**config.mk**
```make
export PLATFORM = sky130hd
export DESIGN_NAME = pc_sequencer
export DESIGN_NICKNAME = d
export VERILOG_FILES = /design/src/rtl/pc_seq_pkg.sv /design/src/rtl/br_cond_eval.sv /design/src/rtl/pc_sequencer.sv
export SDC_FILE = /design/constraint.sdc
export NUM_CORES = 1
export LEC_CHECK = 0
export ABC_AREA = 1
export CORE_UTILIZATION = 25
export CTS_CLUSTER_SIZE = 12
export DETAILED_ROUTE_END_ITERATION = 8
export GPL_TIMING_DRIVEN = 1
export PLACE_DENSITY = 0.46
export SLEW_MARGIN = 20
export SYNTH_ARGS = -nofsm -noshare
export SYNTH_HDL_FRONTEND = slang
export SYNTH_SLANG_ARGS = --single-unit
```
**constraint.sdc**
```tcl
create_clock -name clk -period 2.8 [get_ports clk]
set_clock_uncertainty 0.05 [all_clocks]
set_input_delay 0.56 -clock clk [delete_from_list [all_inputs] [get_ports clk]]
set_output_delay 0.56 -clock clk [all_outputs]
set_load 0.05 [all_outputs]
```
**src/rtl/pc_seq_pkg.sv**
```systemverilog
`default_nettype none
// ----------------------------------------------------------------------------
// pc_seq_pkg: shared branch funct3 codes and sequencer state type
// Rev 1.0
// ----------------------------------------------------------------------------
package pc_seq_pkg;

  localparam logic [2:0] F3_BEQ  = 3'b000;
  localparam logic [2:0] F3_BNE  = 3'b001;
  localparam logic [2:0] F3_BLT  = 3'b100;
  localparam logic [2:0] F3_BGE  = 3'b101;
  localparam logic [2:0] F3_BLTU = 3'b110;
  localparam logic [2:0] F3_BGEU = 3'b111;

  typedef enum logic [1:0] {
    S_BOOT  = 2'd0,
    S_REQ   = 2'd1,
    S_FLUSH = 2'd2
  } pcseq_state_t;

endpackage
`default_nettype wire

```
**src/rtl/br_cond_eval.sv**
```systemverilog
`default_nettype none
// ----------------------------------------------------------------------------
// br_cond_eval: decodes branch funct3 against comparator flags into taken/illegal
// Rev 1.0
// ----------------------------------------------------------------------------
module br_cond_eval
  import pc_seq_pkg::*;
(
  input  logic [2:0] funct3,
  input  logic       cmp_more,
  input  logic       cmp_even,
  input  logic       cmp_less,
  output logic       taken,
  output logic       illegal
);

  always_comb begin
    taken   = 1'b0;
    illegal = 1'b0;
    case (funct3)
      F3_BEQ:            taken = cmp_even;
      F3_BNE:            taken = ~cmp_even;
      F3_BLT, F3_BLTU:   taken = cmp_less;
      F3_BGE, F3_BGEU:   taken = cmp_more | cmp_even;
      default:           illegal = 1'b1;
    endcase
  end

endmodule
`default_nettype wire

```
**src/rtl/pc_sequencer.sv**
```systemverilog
`default_nettype none
// ----------------------------------------------------------------------------
// pc_sequencer: owns the fetch PC, drives imem req/ack, turns branches/jumps into redirects
// Rev 1.0
// ----------------------------------------------------------------------------
module pc_sequencer
  import pc_seq_pkg::*;
#(
  parameter logic [31:0] RESET_PC     = 32'h0000_0000,
  parameter int          FLUSH_CYCLES = 2,
  parameter int          CNT_W        = 16
) (
  input  logic             clk,
  input  logic             rst_n,
  input  logic             stall,
  output logic             imem_req,
  output logic [31:0]      imem_addr,
  input  logic             imem_ack,
  input  logic             br_valid,
  output logic             br_ready,
  input  logic [2:0]       br_funct3,
  input  logic [31:0]      br_pc,
  input  logic [31:0]      br_imm,
  input  logic             cmp_more,
  input  logic             cmp_even,
  input  logic             cmp_less,
  input  logic             jmp_valid,
  input  logic [31:0]      jmp_target,
  output logic             flush,
  output logic             redirect,
  output logic             err_misalign,
  output logic             err_funct3,
  output logic [CNT_W-1:0] taken_cnt
);

  localparam logic [3:0] FLUSH_LOAD = 4'(FLUSH_CYCLES - 1);

  pcseq_state_t     state;
  logic [31:0]      pc;
  logic [3:0]       flush_cnt;
  logic [CNT_W-1:0] taken_cnt_q;

  logic        br_taken;
  logic        br_illegal;
  logic        want_redirect;
  logic [31:0] target;

  br_cond_eval u_cond (
    .funct3   (br_funct3),
    .cmp_more (cmp_more),
    .cmp_even (cmp_even),
    .cmp_less (cmp_less),
    .taken    (br_taken),
    .illegal  (br_illegal)
  );

  // A branch is always older than a concurrent jump, so it alone decides.
  always_comb begin
    if (br_valid) begin
      want_redirect = br_taken;
      target        = br_pc + br_imm;
    end else begin
      want_redirect = jmp_valid;
      target        = jmp_target & 32'hFFFF_FFFE;
    end
  end

  assign br_ready     = (state == S_REQ);
  assign imem_req     = br_ready & ~stall;
  assign imem_addr    = pc;
  assign flush        = (state == S_FLUSH);
  assign redirect     = br_ready & want_redirect & ~target[1];
  assign err_misalign = br_ready & want_redirect & target[1];
  assign err_funct3   = br_ready & br_valid & br_illegal;
  assign taken_cnt    = taken_cnt_q;

  always_ff @(posedge clk) begin
    if (!rst_n) begin
      state       <= S_BOOT;
      pc          <= RESET_PC;
      flush_cnt   <= 4'd0;
      taken_cnt_q <= '0;
    end else begin
      case (state)
        S_BOOT: state <= S_REQ;
        S_REQ: begin
          // Redirect beats both stall and a same-cycle ack; the acked fetch is squashed.
          if (redirect) begin
            pc        <= target;
            flush_cnt <= FLUSH_LOAD;
            state     <= S_FLUSH;
            if (taken_cnt_q != {CNT_W{1'b1}}) begin
              taken_cnt_q <= taken_cnt_q + 1'b1;
            end
          end else if (imem_ack && !stall) begin
            pc <= pc + 32'd4;
          end
        end
        S_FLUSH: begin
          if (flush_cnt == 4'd0) begin
            state <= S_REQ;
          end else begin
            flush_cnt <= flush_cnt - 4'd1;
          end
        end
        default: state <= S_BOOT;
      endcase
    end
  end

endmodule
`default_nettype wire

```
==> results of run 1 <==
==> flip-flops by register name, summed over array words and instances, names as in the netlist <==
name and flops:
flush_cnt 4, imem_addr 32, state 2, taken_cnt 16
==> area by class of cell <==
| cell class | instances | area, sq um | share of cell area |
|---|---|---|---|
| multi-input cells | 794 | 3980 | 0.502 |
| repair buffers | 183 | 1820 | 0.230 |
| flip-flops and latches | 54 | 1080 | 0.136 |
| inverters | 138 | 523 | 0.0660 |
| well taps | 280 | 350 | 0.0442 |
| clock buffers | 5 | 125 | 0.0158 |
| clock inverters | 3 | 47.5 | 0.00600 |
==> cell usage in the layout, fill, tap and decap left out, types with 2 or more instances in the layout <==
cell type / count
sky130_fd_sc_hd__a31oi_1: 5
sky130_fd_sc_hd__nand3_1: 71
sky130_fd_sc_hd__nand3b_1: 5
sky130_fd_sc_hd__clkbuf_16: 5
sky130_fd_sc_hd__a21oi_1: 85
sky130_fd_sc_hd__clkdlybuf4s50_1: 152
sky130_fd_sc_hd__buf_4: 22
sky130_fd_sc_hd__nor3_1: 25
sky130_fd_sc_hd__dlygate4sd2_1: 2
sky130_fd_sc_hd__clkinv_4: 2
sky130_fd_sc_hd__nor2_1: 135
sky130_fd_sc_hd__ha_1: 33
sky130_fd_sc_hd__inv_1: 136
sky130_fd_sc_hd__o21ai_0: 68
sky130_fd_sc_hd__buf_12: 5
sky130_fd_sc_hd__nand2_1: 284
sky130_fd_sc_hd__o21ai_2: 2
sky130_fd_sc_hd__dfxtp_1: 54
sky130_fd_sc_hd__nand4_1: 16
sky130_fd_sc_hd__xnor2_1: 13
sky130_fd_sc_hd__or2_2: 4
sky130_fd_sc_hd__o21bai_1: 5
sky130_fd_sc_hd__xor2_1: 21
sky130_fd_sc_hd__nor4_1: 3
sky130_fd_sc_hd__o211ai_1: 4
==> path summary, 6_finish.rpt <==
check	from	to	cells after the start
hold / removal	imem_addr[1]	imem_addr[1]	2
setup / recovery	br_imm[1]	err_misalign	7
hold reg to reg	imem_addr[1]	imem_addr[1]	2
setup reg to reg	imem_addr[2]	imem_addr[30]	11
==> repair_timing <==
item / in CTS / in global routing
setup endpoints to repair: 2 / 2
gates resized for setup: 6 / 1
pin swaps: 4 / 0
buffers inserted: 2 / 0
==> worst min-delay path: stages, from the launching register on <==
cell                      delay (ps)
sky130_fd_sc_hd__dfxtp_1         320
sky130_fd_sc_hd__inv_1            50
sky130_fd_sc_hd__nor2_1           30
==> metal layers <==
metal	up-vias	GRT usage
met3	12	0.0290
met5	-	0
met4	0	0.0236
met2	170	0.309
li1	3596	-
met1	3026	0.244
==> cell families after synthesis <==
family | share of synthesized area
AND/OR/NAND/NOR | 0.407
AO/OA/AOI/OAI | 0.161
buffers and inverters | 0.110
flip-flops | 0.191
adder cells (fa/ha/maj) | 0.0787
XOR/XNOR | 0.0526
==> stage by stage <==
step	worst slack, ps	setup TNS, ps	cells	cell area [sq um]	power, mW
detailed placement	-244	-5820	1447	7720	2.13
global placement	-231	-4890	1447	7720	2.13
CTS	28.4	0	1457	7920	2.90
finish	66.6	0	1457	7930	2.86
global route	13.9	0	1457	7930	3.06
floorplan	124	0	1010	5670	1.63
==> report_power, final <==
group          internal, mW  leakage [nW]  switching (mW)  total, mW
Clock                 0.428        0.0844           0.327      0.756
Combinational         0.490          3.05           0.721       1.21
Sequential            0.819         0.440          0.0797      0.898
==> results.sh, run 1 <==
export IMPL_drt_wirelength_per_cell_microns=14.4
export IMPL_cts_tree="built"
export IMPL_insertion_delay_ps=310
export IMPL_power_static_leakage_nw=3.57
export IMPL_crit_path_start_kind="input pin"
export IMPL_htree_levels=2
export IMPL_placementRows=54
export IMPL_area_growth_pct=40.0
export IMPL_floorplan_io_pins=162
export IMPL_worstPathCellList="clkdlybuf4s50_1 -> fa_1 -> or2_1 -> o21ai_2 -> buf_4 -> nor2_4 -> buf_12"
export IMPL_register_area_share_after_synthesis=0.191
export IMPL_violations="design-rule violations"
export IMPL_yosys_register_bits=54
export IMPL_clk_transition_reported_paths_ps=80
export IMPL_ctsLongestPathBuffers=2
export IMPL_placeableCoreArea_sq_um=22000
export IMPL_grt_pass1_vias=6612
export IMPL_critPathCaptureType="output pin"
export IMPL_cp_class="in -> out"
export IMPL_yosysWarnings=0
export IMPL_postSynthNetCount=1153
export IMPL_grt_first_pass_wirelength_microns=34100
export IMPL_finalSetupViolations=0
export IMPL_drt_vias_per_instance=4.67
export IMPL_worst_path_dominant_cell_family="buffers and inverters"
export IMPL_met2_wirelength_microns=9350
export IMPL_worstMarginPinSlew_ps=558
export IMPL_synth_cell_type_count=37
export IMPL_post_cts_hold_buffer_count=0
export IMPL_syn_area_per_cell_sq_um=5.61
export IMPL_dr_max_layer_used="met4"
export IMPL_antenna_found_initial=0
export IMPL_total_drc_errors_in_the_routed_layout=13
export IMPL_chipHeight_microns=153
export IMPL_number_of_filler_instances_in_the_final_layout=2523
export IMPL_worst_path_max_delay_cell="sky130_fd_sc_hd__clkdlybuf4s50_1"
export IMPL_netlist_top_cells_area="sky130_fd_sc_hd__dfxtp_1 (19%), sky130_fd_sc_hd__nand2_1 (19%), sky130_fd_sc_hd__inv_1 (9.0%)"
export IMPL_antenna_cells=0
export IMPL_grt_usage=0.181
export IMPL_yosysTopAreaCell="sky130_fd_sc_hd__dfxtp_1"
export IMPL_result_of_the_run="finished with violations"
export IMPL_initial_core_util=0.257
export IMPL_drive_above_1_share=0.0433
export IMPL_hpwlAfterDp_microns=17000
export IMPL_clock_tree_root_cell="sky130_fd_sc_hd__clkbuf_16"
export IMPL_grt_setup_unrepaired="no"
export IMPL_via_count=6804
export IMPL_io_buffers=160
export IMPL_critical_path_max_stage_delay_ps=500
export IMPL_final_core_util=0.360
export IMPL_power_density_nw_per_um2=361
export IMPL_finalWeightedCongestion=0.848
export IMPL_synth_enable_flop_cells=0
export IMPL_synthFlopType="sky130_fd_sc_hd__dfxtp_1"
export IMPL_peakVddDrop_uv=203
export IMPL_drt_pass1_iter_count=7
export IMPL_synth_top_cell_area_share=0.191
export IMPL_fp_dieW_microns=153
export IMPL_fin_crit_sh=0.976
export IMPL_ant_nets=0
export IMPL_synth_cells_most_frequent="sky130_fd_sc_hd__nand2_1 (284), sky130_fd_sc_hd__inv_1 (136), sky130_fd_sc_hd__nor2_1 (136)"
export IMPL_finalWirelength_microns=21000
export IMPL_critical_path_rt_ps=2190
export IMPL_grt_ovfl_total=0
export IMPL_die_area_sq_um=23300
export IMPL_report_final_slew_viol_count=0
export IMPL_fmax_ghz=0.366
export IMPL_critical_path_buf_inv_count=3
export IMPL_grt_max_degree=56
export IMPL_finalWorstPathRequiredPeriod_ps=2730
export IMPL_arrival_ps=2120
export IMPL_fin_nets=1319
export IMPL_met3WireLength_microns=1080
export IMPL_hold_worst_slack_ps=380
export IMPL_final_hold_violation_count=0
export IMPL_maxCapViolCount=0
export IMPL_postSynth_asyncResetShare=0
export IMPL_regToRegSetupSlack_ps=470
export IMPL_critical_path_max_fanout=2
export IMPL_slew_limit_headroom=0.627
export IMPL_min_delay_path_class="reg -> reg"
export IMPL_clkSinkCount=54
export IMPL_cts_buffers_inserted=5
export IMPL_synth_cell_area_sq_um=5660
export IMPL_detailedRoute_firstIterationViolations=401
export IMPL_postSynthCellCount=1010
export IMPL_yosys_cell_count_top_type="sky130_fd_sc_hd__nand2_1"
export IMPL_detail_route_wirelength_met1_microns=10400
(Power assumes the default switching activity.)
==> inputs of run 2 (changes only) <==
Settings changed: PLACE_DENSITY 0.46 to 0.48.
Clock period 2.8 ns to 2.4 ns, I/O delays scaled along.
==> run 2 against run 1 <==
The run still ends with design-rule violations left. Worst hold slack got worse by 1.4 ps. Wire length grew 2.5%. Final area increased by 9.0%. Power up 20%. Clock power shrank 1%. Final cell count up 4.8%.
==> results.sh, run 2 (synthesis results as in run 1) <==
export IMPL_result_of_the_run="finished with violations"
export IMPL_violations="design-rule violations"
export IMPL_net_switching_power_mw=1.36
export IMPL_number_of_flip_flops_in_the_largest_register=32
export IMPL_clkSinkCount=54
export IMPL_grt_setup_unrepaired="yes"
export IMPL_antenna_cells=0
export IMPL_fin_nets=1390
export IMPL_maxCapViolCount=0
export IMPL_crit_path_start_kind="input pin"
export IMPL_final_core_util=0.392
export IMPL_critical_path_max_fanout=3
export IMPL_grt_pass1_vias=7035
export IMPL_cp_class="in -> out"
export IMPL_clk_transition_reported_paths_ps=70
export IMPL_grt_max_degree=47
export IMPL_clock_tree_root_cell="sky130_fd_sc_hd__clkbuf_16"
export IMPL_preCtsSetupSlack_ps=-489
export IMPL_finalWirelength_microns=21500
export IMPL_drt_vias_per_instance=4.63
export IMPL_htree_levels=2
export IMPL_fmax_ghz=0.425
export IMPL_power_share_sequential=0.305
export IMPL_grt_ovfl_total=0
export IMPL_chipHeight_microns=153
export IMPL_drive_above_1_share=0.123
export IMPL_fp_dieW_microns=153
export IMPL_power_share_combinational=0.478
export IMPL_die_area_sq_um=23300
export IMPL_cell_internal_pwr_mw=2.07
export IMPL_antenna_found_initial=0
export IMPL_cts_buffers_inserted=5
export IMPL_drt_pass1_iter_count=7
export IMPL_io_buffers=160
export IMPL_via_count=7067
export IMPL_clkPwrFrac=0.218
export IMPL_report_final_slew_viol_count=0
export IMPL_grt_first_pass_wirelength_microns=35600
export IMPL_peakVddDrop_uv=270
export IMPL_min_delay_path_class="reg -> reg"
export IMPL_ant_nets=0
export IMPL_arrival_ps=1820
export IMPL_floorplan_io_pins=162
export IMPL_insertion_delay_ps=300
export IMPL_cell_count_of_the_worst_reg_to_reg_path=10
export IMPL_hpwlAfterDp_microns=17800
export IMPL_grt_usage=0.188
export IMPL_power_static_leakage_nw=3.95
export IMPL_worst_r2r_end="imem_addr[21]"
export IMPL_drt_wirelength_per_cell_microns=14.1
export IMPL_top_library_cells_by_usage_in_the_layout_fill_and_taps_aside="sky130_fd_sc_hd__nand2_1 (277), sky130_fd_sc_hd__clkdlybuf4s50_1 (150), sky130_fd_sc_hd__inv_1 (135)"
export IMPL_fin_crit_sh=0.979
export IMPL_placeableCoreArea_sq_um=22000
export IMPL_finalSetupViolations=0
export IMPL_final_hold_violation_count=0
export IMPL_startpoint="br_imm[1]"
export IMPL_critical_path_rt_ps=1870
export IMPL_detailed_place_area_sq_um=8300
export IMPL_total_drc_errors_in_the_routed_layout=12
export IMPL_post_cts_hold_buffer_count=0
export IMPL_cts_tree="built"
export IMPL_initial_core_util=0.257
export IMPL_detailedRoute_firstIterationViolations=424
export IMPL_cp_endpoint="redirect"
export IMPL_slew_limit_headroom=0.606
export IMPL_worstMarginPinSlew_ps=590
export IMPL_placementRows=54
export IMPL_finalInstanceArea_sq_um=8640
export IMPL_finalWeightedCongestion=0.871
export IMPL_area_growth_pct=52.6
export IMPL_ctsLongestPathBuffers=2
export IMPL_final_setup_worst_slack_ps=49.4
export IMPL_regToRegSetupSlack_ps=290
export IMPL_regToRegStartpoint="imem_addr[5]"
export IMPL_power_density_nw_per_um2=396
export IMPL_critPathCaptureType="output pin"
export IMPL_sw_frac_of_total=0.396
export IMPL_finalWorstPathRequiredPeriod_ps=2350
export IMPL_layout_commonest_cell="sky130_fd_sc_hd__nand2_1"
## run 2: cell count changes in the layout (fill, tap and decap cells not counted), sizes merged
cell           before  now
buf                28  100
bufinv              1    0
clkbuf              5    6
clkdlybuf4s15       0    1
clkdlybuf4s50     152  150
dlygate4sd2         2    1
## run 2: cell type report
type                            instances  area [sq um]
Inverter                              138           531
Fill cell                            2445         13400
Sequential cell                        54          1080
Tap cell                              280           350
Multi-Input combinational cell        794          4140
Clock inverter                          2          13.8
Clock buffer                            5           125
Timing Repair Buffer                  254          2410
## run 2: per-layer routing
layer  share of wire  vias up  global-route usage
li1                -     3738                   -
met5               0        -                   0
met3           0.048       19              0.0250
met4           0.017        0              0.0418
met2            0.45      178               0.325
met1            0.48     3132               0.249
## run 2: worst max-delay path: stages
cell and delay (ps):
sky130_fd_sc_hd__dlygate4sd2_1 260, sky130_fd_sc_hd__fa_1 420, sky130_fd_sc_hd__or2_1 220, sky130_fd_sc_hd__o21ai_2 90, sky130_fd_sc_hd__nand3_4 140, sky130_fd_sc_hd__clkinv_8 70
sky130_fd_sc_hd__buf_12 120
## run 2: what timing repair did
item / in CTS / in global routing
gates resized for setup: 17 / 36
buffers inserted: 3 / 1
setup endpoints to repair: 49 / 24
pin swaps: 4 / 8
cloned: 0 / 1
## run 2: worst min-delay path by stage
| stage | to | from | cells past startpoint |
|---|---|---|---|
| final | imem_addr[1] | imem_addr[1] | 2 |
| after global routing | imem_addr[1] | imem_addr[1] | 2 |
| after CTS | imem_addr[1] | imem_addr[1] | 2 |
| after detailed placement | imem_addr[1] | imem_addr[1] | 2 |
| after global placement | imem_addr[1] | imem_addr[1] | 2 |
| after floorplan | state[0] | state[1] | 1 |
## run 2: power groups by stage
stage	combinational [mW]	sequential (mW)	clock [mW]
after CTS	1.60	1.04	0.765
after global placement	1.58	1.07	0
after global routing	1.81	1.05	0.797
final	1.64	1.04	0.746
after floorplan	0.687	1.22	0
after detailed placement	1.58	1.06	0
## run 2: per-stage QoR
step	TNS [ps]	power, mW	std cells	hold slack (ps)
final	0	3.43	1527	378
after global routing	-373	3.66	1527	402
after CTS	0	3.40	1525	382
after detailed placement	-21200	2.65	1516	370
after global placement	-19970	2.65	1516	371
after floorplan	0	1.91	1010	379
==> patch: new RTL, settings of run 1 <==
The parameter `CNT_W` goes from 16 to 32.
--- a/src/rtl/pc_sequencer.sv
+++ b/src/rtl/pc_sequencer.sv
@@ -9,5 +9,5 @@
   parameter logic [31:0] RESET_PC     = 32'h0000_0000,
   parameter int          FLUSH_CYCLES = 2,
-  parameter int          CNT_W        = 16
+  parameter int          CNT_W        = 32
 ) (
   input  logic             clk,
Ports: changed (resized taken_cnt); port bits go from 162 to 178. No check against the original RTL was run, so the function may have changed too.
==> patch against run 1 <==
- the run still ends with design-rule violations left
- sequential power increased by 34%
- sequential cell count is 16 higher
- cell count is 18% higher
- wire length is 17% higher
- power grew 41%
- first-iteration DRC count rose by 12%
- setup slack gained 0.0050 ns
- area after synthesis is 19% higher
- design area increased by 20%
- largest cell class unchanged
- largest power group unchanged
==> patch: results (changes against run 1) <==
GRT:
- The met2 track utilization from global routing is 30.3% (-0.51 points).
- The number of global-route vias before repair is 7,507 (+14%).
- The pin count of the biggest net entering global routing came to 47 (-16%).
- The global-route usage over all layers is 17.9% (-0.12 points).
- The first-pass GRT wire length is 39.6 mm (+16%).
- The met1 track demand over resource is 23.6% (-0.71 points).
- The routing usage on met3 was 3.79% (+0.89 points).

Drt:
- The number of iterations in the first detailed-routing pass is 8 (+1).
- The wire length on met1 was 11.8 mm (+14%).
- The detailed router used layers up to and including met4.
- The wire length after detailed routing is 24.5 mm (+17%).
- The DRC violation total after the first TritonRoute iteration is 450 (+12%).
- The DRC violations left is 13 (unchanged).
- The via density per instance is 4.61 (-1.2%).
- The routed wire length on met2 was 11.1 mm (+18%).
- The detailed-route via count is 7,907 (+16%).
- The detailed route wirelength on metal3 was 1.38 mm (+28%).

CTS:
- The clock input transition at the sequential cells of the worst setup and hold paths is 0.06 ns (-0.02 ns).
- The number of buffers on the longest clock path is 2 (unchanged).
- The H-tree level count is 3 (+1).
- The post-cts gate resize count is 5 (-1).
- The insertion delay to the later sink of the worst-skew pair came to 0.35 ns (+0.04 ns).
- The number of buffers added by the clock tree synthesis step came to 9 (+4).
- The setup fix buffers added after clock tree synthesis was 2 (unchanged).

Logic synthesis:
- The number of nets in the synthesized netlist was 1,312 (+14%).
- The count of yosys warnings during synthesis is 0 (unchanged).
- The share of the yosys chip area belonging to registers is 20.8% (+1.7 points).
- By area the synthesized netlist is led by sky130_fd_sc_hd__dfxtp_1, sky130_fd_sc_hd__nand2_1, sky130_fd_sc_hd__nor2_1.
- The average cell area after synthesis is 5.78 µm² (+3.1%).
- The count of unique library cells instantiated by Yosys is 46 (+24%).
- In the synthesized netlist, the cells that appear most often are sky130_fd_sc_hd__nand2_1, sky130_fd_sc_hd__nor2_1, sky130_fd_sc_hd__inv_1.

Power:
- The reported leakage power is 4.19 nW (+17%).
- The clock network power is 1.19 mW (+57%).
- The combinational logic power is 1.66 mW (+37%).
- The power per cell area is 426 nW/µm² (+18%).
- The worst voltage drop across the vdd grid is 0.000238 V (+17%).
- The switching fraction of total power is 39.7% (+0.31 points).

Timing:
- The worst slew margin relative to its limit is 62.2% (-0.49 points).

Hold path:
- The min-delay analysis places its worst path in the category flop to flop.

Place:
- The final RePlAce weighted congestion was 0.867 (+2.2%).
- The cell count after placement came to 1,696 (+17%).
- The worst setup timing slack at the placement stage came to -0.179 ns (+0.0648 ns).
- The area after detailed placement was 9200 µm² (+19%).
- The HPWL after detailed placement is 20.1 mm (+18%).
- The number of buffers added on ports is 176 (+10%).

Setup path:
- The largest individual stage delay along the critical path comes from the cell sky130_fd_sc_hd__fa_1.
- The longest individual stage delay on the worst path is 0.56 ns (+0.06 ns).
- The maximum net fanout on the critical path is 2 (unchanged).
- Among cell families on the critical path, the largest total delay comes from buffers and inverters.

Cells and area:
- The ratio of cells with drive above 1 in the final layout is 7.54% (+3.2 points).
- The count of nets after finishing came to 1,518 (+15%).

Outcome:
- The checks that failed: design-rule violations.
- The flow ran to the end, but the final reports show violations.
[patch: path summary, 6_finish.rpt]
kind / from / to / slack [ns] / depth (start not counted)
max: br_pc[1] / err_misalign / 0.07 / 6
min: imem_addr[1]$_SDFFE_PN0P_ / imem_addr[1]$_SDFFE_PN0P_ / 0.38 / 2
max reg2reg: taken_cnt[0]$_SDFFE_PN0P_ / taken_cnt[14]$_SDFFE_PN0P_ / 0.51 / 11
min reg2reg: imem_addr[1]$_SDFFE_PN0P_ / imem_addr[1]$_SDFFE_PN0P_ / 0.38 / 2
[patch: area by class of cell]
class / count / area (µm²)
clock buffers: 10 / 229
clock inverters: 6 / 71.3
repair buffers: 224 / 2200
well taps: 335 / 419
fillers: 2903 / 16800
inverters: 144 / 543
flip-flops and latches: 70 / 1400
multi-input cells: 925 / 4650
[patch: worst register-to-register path, stage by stage (launching register included)]
cell and delay [ns]:
sky130_fd_sc_hd__dfxtp_1 0.40, sky130_fd_sc_hd__ha_1 0.28, sky130_fd_sc_hd__nand2_1 0.15, sky130_fd_sc_hd__nor2_2 0.19, sky130_fd_sc_hd__nand3_2 0.15, sky130_fd_sc_hd__nor3_4 0.23
sky130_fd_sc_hd__nand2_2 0.10, sky130_fd_sc_hd__nand2_4 0.24, sky130_fd_sc_hd__nor2_1 0.10, sky130_fd_sc_hd__buf_4 0.14, sky130_fd_sc_hd__a21oi_1 0.11, sky130_fd_sc_hd__nor2_1 0.06
[patch: logic make-up (layout without fill, tap and decap cells)]
family / count (synthesis) / count (layout) / share of synthesized area (%)
DFF: 70 / 70 / 20.8
xor gates and xnor gates: 39 / 39 / 5.06
AOI/OAI and AO/OA: 175 / 175 / 13.8
muxes: 1 / 1 / 0.148
buffers and inverters: 173 / 384 / 10.5
and+or+nand+nor: 674 / 674 / 42.9
adders and majority gates: 36 / 36 / 6.78
